### config.mk
export PLATFORM = sky130hd
export DESIGN_NAME = router_register
export DESIGN_NICKNAME = d
export VERILOG_FILES = /design/src/rtl/router_pkg.sv /design/src/rtl/router_parity_chk.sv /design/src/rtl/router_register.sv
export SDC_FILE = /design/constraint.sdc
export NUM_CORES = 1
export LEC_CHECK = 0
export CORE_MARGIN = 2
export CORE_UTILIZATION = 30
export CTS_CLUSTER_SIZE = 20
export DETAILED_ROUTE_END_ITERATION = 16
export GPL_ROUTABILITY_DRIVEN = 0
export GPL_TIMING_DRIVEN = 0
export PLACE_DENSITY = 0.57
export SYNTH_ARGS = -nofsm -noshare
export SYNTH_HDL_FRONTEND = slang
export SYNTH_SLANG_ARGS = --single-unit
### constraint.sdc
create_clock -name clock -period 0.9 [get_ports clock]
set_input_delay 0.225 -clock clock [delete_from_list [all_inputs] [get_ports clock]]
set_output_delay 0.225 -clock clock [all_outputs]
set_load 0.03 [all_outputs]
### src/rtl/router_pkg.sv
// Shared types and constants for the 1x3 packet router data path.
// Header byte layout: [7:2] payload length, [1:0] output address.
package router_pkg;

  localparam int DATA_W = 8;
  localparam logic [1:0] ADDR_INVALID = 2'b11;

  typedef struct packed {
    logic [5:0] len;
    logic [1:0] addr;
  } hdr_t;

  function automatic logic addr_ok(input hdr_t h);
    return h.addr != ADDR_INVALID;
  endfunction

endpackage

### src/rtl/router_parity_chk.sv
// Running XOR parity over header and payload, compared against the
// trailing parity byte once parity_done is up.
module router_parity_chk
  import router_pkg::*;
(
  input  logic              clock,
  input  logic              resetn,
  input  logic              detect_add,
  input  logic              lfd_state,
  input  logic              ld_state,
  input  logic              full_state,
  input  logic              pkt_valid,
  input  logic              parity_done,
  input  logic [DATA_W-1:0] header_byte,
  input  logic [DATA_W-1:0] data_in,
  output logic              err
);

  logic [DATA_W-1:0] int_parity;
  logic [DATA_W-1:0] pkt_parity;

  always_ff @(posedge clock or negedge resetn) begin
    if (!resetn) begin
      int_parity <= '0;
      pkt_parity <= '0;
      err        <= 1'b0;
    end else begin
      if (detect_add)
        int_parity <= '0;
      else if (lfd_state)
        int_parity <= int_parity ^ header_byte;
      else if (ld_state && pkt_valid && !full_state)
        int_parity <= int_parity ^ data_in;

      if (detect_add)
        pkt_parity <= '0;
      else if (ld_state && !pkt_valid)
        pkt_parity <= data_in;

      // re-evaluated every cycle so err tracks the captured bytes
      if (detect_add)
        err <= 1'b0;
      else if (parity_done)
        err <= (int_parity != pkt_parity);
    end
  end

endmodule

### src/rtl/router_register.sv
// Router data-path register: header latch, FIFO write byte, full hold.
// Parity checking is built only when ROUTER_REG_PARITY_CHECK_EN is defined.
module router_register
  import router_pkg::*;
(
  input  logic              clock,
  input  logic              resetn,
  input  logic              pkt_valid,
  input  logic              fifo_full,
  input  logic              detect_add,
  input  logic              lfd_state,
  input  logic              ld_state,
  input  logic              laf_state,
  input  logic              full_state,
  input  logic              rst_int_reg,
  input  logic [DATA_W-1:0] data_in,
  output logic [DATA_W-1:0] dout,
  output logic              err,
  output logic              parity_done,
  output logic              low_packet_valid
);

  hdr_t              hdr_in;
  hdr_t              header_byte;
  logic [DATA_W-1:0] fsb;

  assign hdr_in = data_in;

  always_ff @(posedge clock or negedge resetn) begin
    if (!resetn)
      header_byte <= '0;
    else if (detect_add && pkt_valid && addr_ok(hdr_in))
      header_byte <= hdr_in;
  end

  always_ff @(posedge clock or negedge resetn) begin
    if (!resetn) begin
      dout <= '0;
      fsb  <= '0;
    end else begin
      if (lfd_state)
        dout <= header_byte;
      else if (ld_state && !fifo_full)
        dout <= data_in;
      else if (laf_state)
        dout <= fsb;

      // byte arriving while the FIFO is full is parked until laf_state
      if (ld_state && fifo_full)
        fsb <= data_in;
    end
  end

  always_ff @(posedge clock or negedge resetn) begin
    if (!resetn) begin
      parity_done      <= 1'b0;
      low_packet_valid <= 1'b0;
    end else begin
      if (detect_add)
        parity_done <= 1'b0;
      else if (ld_state && !fifo_full && !pkt_valid)
        parity_done <= 1'b1;
      else if (laf_state && low_packet_valid && !parity_done)
        parity_done <= 1'b1;

      if (rst_int_reg)
        low_packet_valid <= 1'b0;
      else if (ld_state && !pkt_valid)
        low_packet_valid <= 1'b1;
    end
  end

`ifdef ROUTER_REG_PARITY_CHECK_EN
  router_parity_chk u_parity_chk (
    .clock       (clock),
    .resetn      (resetn),
    .detect_add  (detect_add),
    .lfd_state   (lfd_state),
    .ld_state    (ld_state),
    .full_state  (full_state),
    .pkt_valid   (pkt_valid),
    .parity_done (parity_done),
    .header_byte (header_byte),
    .data_in     (data_in),
    .err         (err)
  );
`else
  logic unused_full_state;
  assign unused_full_state = full_state;
  assign err = 1'b0;
`endif

endmodule

==> metrics.txt, run 1 <==
first-pass GRT wire length=4880 um; Synth Area in Simple Gates=12.5%; fin util=42.6%; Worst setup EP type=output pin; initial antenna violation count=0; num ports=29; vias in the first global route=908; Mapped Area=1300 um2; clock sinks=26; ANT nets after route=0; WL final=2840 um; failing checks=setup timing; Cells after Synth=101; DP Wirelength=1920 um; die area=4880 um2; clock-pin slew on the worst setup and hold paths=0.09 ns; #FFs+latches synth=26; synthesized area per cell=12.9 um2; CP Max Fanout=2; die height=69.8 um; Peak VDD IR=1.14 mV; initial drt markers=55; commonest non-fill, non-tap cell in the layout=dfrtp_1; XOR/XNOR Fraction of Synth Area=0%; syn_nets=119; RSZ-0062 raised after global routing=true; fin area=1740 um2; worst setup margin=-0.160 ns; htree depth=1; WP buf/inv=1; CTS tree=built; fin crit share=118%; largest family of logic cells by synthesized area=compound AO/OA/AOI/OAI gates; compound-gate portion of the synthesized area=19.0%; Nets=152; final period demand of the worst path=1.06 ns; Area growth syn-to-layout=34.0%; CTS Buf Count=3; row cnt=23; Worst EP required=0.67 ns; clock latency on the worst-skew pair=0.27 ns; most frequent cells in the layout=dfrtp_1 (17), nor2_1 (12), buf_6 (11); kind of critical path=flip-flop to output pin; CP delay by family, top=flip-flops; Ant. Diodes=0; drc violations=0; Final Hold Viols=0; max_slew headroom=54.4%; Yosys cell types=22; Crit-path slowest cell=dfrtp_2; vias per cell=4.81; status=finished, violations left; CP Launch Type=flip-flop; FILL cells=397; vias=881; RR Startpoint=dout[5]; Worst Hold Class=input pin to asynchronous set/reset pin; Syn. warnings=0; layout cells sized above 1=57.1%; starting density of the core=31.8%; Global Route Usage Sum=12.7%; Pins Over Slew Limit=0; fmax=943 MHz; Routed wire per std cell=15.5 um; pin count of the biggest net entering global routing=27; Least-Margin Pin Slew=0.684 ns; die width=69.8 um; clk buf depth=2; LEAKAGE=0.764 nW; sequential fraction of the synthesis area=50.0%; Final Skew=0.00257 ns; Power Dens Cells=1750 nW/um2; global route overflow=0; Initial DRT Pass Iterations=4; Worst Setup SP=dout[5]; CP Cell Sequence=buf_6; mux share of post-synthesis cell area=13.9%; Finish-stage setup viols=19; max cap viols=0; adder-cell area share of the yosys netlist=0%; IO Port Bufs=25; Setup Total Neg Slack=-2.06 ns; Post-DP Area=1640 um2; Worst EP arrival=0.84 ns; dpl ws=-0.921 ns; CP max stage delay=0.42 ns; core region area=4090 um2; Root Driver=clkbuf_8
## registers in the layout (all words and copies together) (netlist names)
| signal | cells |
|---|---|
| dout | 8 |
| fsb | 8 |
| header_byte | 8 |
| low_packet_valid | 1 |
| parity_done | 1 |
## per-stage QoR
stage	std cells	power [mW]	hold WS [ns]
3_3_place_gp	176	2.30	0.470
3_5_place_dp	176	2.32	0.477
2_1_floorplan	101	1.99	-0.0706
4_1_cts	182	3.05	0.102
6_report	183	3.05	0.0735
5_1_grt	183	3.20	0.124
## power breakdown
group	total, mW	switching [mW]	internal, mW
registers	1.47	0.114	1.36
logic	0.878	0.407	0.470
clock network	0.698	0.381	0.317
## layout make-up
class,instances,area [um2],share of cell area (%)
sequential,26,662,38.0
multi-input combinational,68,627,36.0
timing repair buffer,28,284,16.3
tap,50,62.6,3.59
buffer,6,57.6,3.30
clock buffer,4,45.0,2.59
inverter,1,3.75,0.216
## worst paths after layout
| check | cells after the start | slack, ns | endpoint |
|---|---|---|---|
| worst max-delay path | 1 | -0.16 | dout[5] |
| max in group asynchronous | 1 | 0.34 | dout[0] |
| worst max register to register | 4 | -0.13 | dout[5] |
| worst min-delay path | 1 | 0.07 | header_byte[5] |
| worst min register to register | 1 | 0.50 | header_byte[0] |
| min in group clock | 2 | 0.14 | parity_done |
## cells in the mapped netlist
cell      count  share of area, %
o31ai_2       8               7.7
nor2b_4       1               1.1
buf_6         1              0.87
nor2b_1       4               1.9
inv_1         1              0.29
and2b_1       4               2.3
a21oi_1       1              0.38
nand2_2       2              0.96
a21o_4        1               1.2
o22a_1        2               1.3
nor2_1       12               3.5
mux2_2        8               6.9
buf_4         3               1.7
clkbuf_8      1               1.1
a211oi_2      8               7.7
conb_1        1              0.29
mux2_4        6               6.9
a221oi_1      1              0.67
nand2_1       8               2.3
dfrtp_1      26                50
clkbuf_2      1              0.38
nand2b_1      1              0.48
## what timing repair did
action / CTS / global route
hold buffers: 0 / 0
gates resized for setup: 96 / 6
buffers inserted: 2 / 2
setup endpoints to repair: 59 / 24
endpoints found under the hold margin: 0 / 0
pin swaps: 1 / 6
## per-layer routing
layer	share of wire (%)	wire length, um	GRT usage (%)	up-vias
met5	0	0	0	-
met4	0.49	14	1.28	0
met3	5.2	148	4.22	2
met2	46	1300	19.4	24
met1	48	1370	18.0	441
li1	-	-	-	414
## logic make-up (layout without fill, tap and decap cells)
| family | Yosys count | in the layout |
|---|---|---|
| AOI/OAI and AO/OA | 21 | 21 |
| buffers and inverters | 7 | 39 |
| DFF | 26 | 26 |
| muxes | 14 | 14 |
| other | 1 | 1 |
| and+or+nand+nor | 32 | 32 |
Note: power is estimated with default switching activity, not from simulation.
==> inputs of run 2 (changes only) <==
--- a/config.mk
+++ b/config.mk
@@ -6,12 +6,12 @@
 export NUM_CORES = 1
 export LEC_CHECK = 0
 export CORE_MARGIN = 2
-export CORE_UTILIZATION = 30
+export CORE_UTILIZATION = 44
 export CTS_CLUSTER_SIZE = 20
 export DETAILED_ROUTE_END_ITERATION = 16
 export GPL_ROUTABILITY_DRIVEN = 0
 export GPL_TIMING_DRIVEN = 0
-export PLACE_DENSITY = 0.57
+export PLACE_DENSITY = 0.77
 export SYNTH_ARGS = -nofsm -noshare
 export SYNTH_HDL_FRONTEND = slang
 export SYNTH_SLANG_ARGS = --single-unit
==> run 2 against run 1 <==
  * The run still ends with setup timing left
  * Worst setup slack worse by 0.060 ns
  * Clock power is 26% lower
  * Routed wire length shrank 6.6%
  * Non-clock buffer count down 1
  * Maximum frequency fell by 5.4%
  * Hold slack got worse by 0.065 ns
==> metrics.txt, run 2 (synthesis gave the netlist of run 1 again) <==
status=finished, violations left (unchanged); failing checks=setup timing (unchanged); Global Route Usage Sum=18.0% (was 12.7%); Pins Over Slew Limit=0 (unchanged); FILL cells=239 (was 397); CP Launch Type=flip-flop (unchanged); Final Skew=0.00552 ns (was 0.00257 ns); IO Port Bufs=25 (unchanged); core region area=2780 um2 (was 4090 um2); num ports=29 (unchanged); fmax=892 MHz (was 943 MHz); CTS tree=built (unchanged); fin crit share=125% (was 118%); final std cells w/o fill=163 (was 183); starting density of the core=46.7% (was 31.8%); Area growth syn-to-layout=29.5% (was 34.0%); row cnt=19 (was 23); max cap viols=0 (unchanged); WP buf/inv=1 (unchanged); multi-input logic area=619 um2 (was 627 um2); max_slew headroom=55.1% (was 54.4%); Ant. Diodes=0 (unchanged); Worst Setup SP=parity_done (was dout[5]); CTS Buf Count=3 (unchanged); ANT nets after route=0 (unchanged); Worst Hold Class=input pin to asynchronous set/reset pin (unchanged); global route overflow=0 (unchanged); Worst setup EP type=output pin (unchanged); clock latency on the worst-skew pair=0.32 ns (was 0.27 ns); CP Max Fanout=2 (unchanged); Peak VDD IR=1.13 mV (was 1.14 mV); clock sinks=26 (unchanged); CP Cell Sequence=buf_6 (unchanged); DP Wirelength=1860 um (was 1920 um); Routed wire per std cell=16.3 um (was 15.5 um); drc violations=0 (unchanged); Root Driver=clkbuf_4 (was clkbuf_8); CP max stage delay=0.43 ns (was 0.42 ns); initial antenna violation count=0 (unchanged); Least-Margin Pin Slew=0.674 ns (was 0.684 ns); CP delay by family, top=flip-flops (unchanged); clk buf depth=2 (unchanged); RR Startpoint=dout[1] (was dout[5]); RSZ-0062 raised after global routing=true (unchanged); first-pass GRT wire length=4610 um (was 4880 um); layout cells sized above 1=52.3% (was 57.1%); Nets=151 (was 152); placed cell count=157 (was 176); pin count of the biggest net entering global routing=27 (unchanged); vias in the first global route=988 (was 908); final period demand of the worst path=1.12 ns (was 1.06 ns); initial drt markers=11 (was 55); WL final=2660 um (was 2840 um); Crit-path slowest cell=dfrtp_1 (was dfrtp_2); Final Hold Viols=0 (unchanged); kind of critical path=flip-flop to output pin (unchanged); LEAKAGE=0.748 nW (was 0.764 nW); vias=892 (was 881); Worst EP arrival=0.90 ns (was 0.84 ns); vias per cell=5.47 (was 4.81); Finish-stage setup viols=19 (unchanged); Power Dens Cells=1690 nW/um2 (was 1750 nW/um2); htree depth=1 (unchanged); die area=3410 um2 (was 4880 um2); Regs by FF count=dout (8), fsb (8), header_byte (8) (unchanged); hold-fix buffers at CTS=0 (unchanged); Initial DRT Pass Iterations=4 (unchanged); clock-pin slew on the worst setup and hold paths=0.14 ns (was 0.09 ns); most frequent cells in the layout=dfrtp_1 (17), nor2_1 (12), buf_6 (11) (unchanged); Sequential Area=662 um2 (unchanged); commonest non-fill, non-tap cell in the layout=dfrtp_1 (unchanged); Worst EP required=0.67 ns (about the same); worst setup margin=-0.221 ns (was -0.160 ns); dpl ws=-0.868 ns (was -0.921 ns); die width=58.4 um (was 69.8 um); die height=58.4 um (was 69.8 um)
run 2: final timing paths:
check | end | slack (ns) | depth (start not counted)
max | parity_done | -0.22 | 1
max reg2reg | dout[1] | -0.07 | 3
max in group asynchronous | low_packet_valid | 0.42 | 1
min reg2reg | dout[7] | 0.51 | 2
min in group clock | parity_done | 0.24 | 2
min | fsb[4] | 0.008 | 1
run 2: metrics by stage:
step	power, mW	hold slack [ns]	util (%)	instance area (um2)	TNS, ns
6_report	2.85	0.00840	60.5	1680	-2.54
5_1_grt	2.99	0.0455	60.5	1680	-3.28
4_1_cts	2.86	0.0215	60.2	1670	-2.71
3_5_place_dp	2.31	0.480	58.0	1610	-38.97
3_3_place_gp	2.28	0.473	58.0	1610	-37.33
2_1_floorplan	1.99	-0.0706	-	1330	-0.641
run 2: final cells by class:
| type | instances | share of cell area [%] |
|---|---|---|
| inverters | 1 | 0.223 |
| clock buffers | 4 | 1.56 |
| flip-flops and latches | 26 | 39.3 |
| multi-input cells | 68 | 36.8 |
| well taps | 31 | 2.30 |
| plain buffers | 6 | 3.34 |
| repair buffers | 27 | 16.5 |
run 2: power by group:
| part | total, mW | switching, mW | internal (mW) |
|---|---|---|---|
| registers | 1.47 | 0.116 | 1.36 |
| logic | 0.856 | 0.401 | 0.455 |
| clock network | 0.519 | 0.345 | 0.173 |
run 2: metal layers:
layer / vias up / share of wire (%) / track usage, %
li1: 415 / - / -
met1: 458 / 46 / 23.8
met2: 15 / 50 / 30.8
met3: 4 / 3.1 / 2.20
met4: 0 / 0.98 / 5.98
met5: - / 0 / 0
run 2: repair_timing:
action | 4_1_cts | 5_1_grt
pin swaps | 3 | 4
resized for setup | 85 | 3
setup buffers | 2 | 1
endpoints found under the setup margin | 59 | 20
cloned | 0 | 0
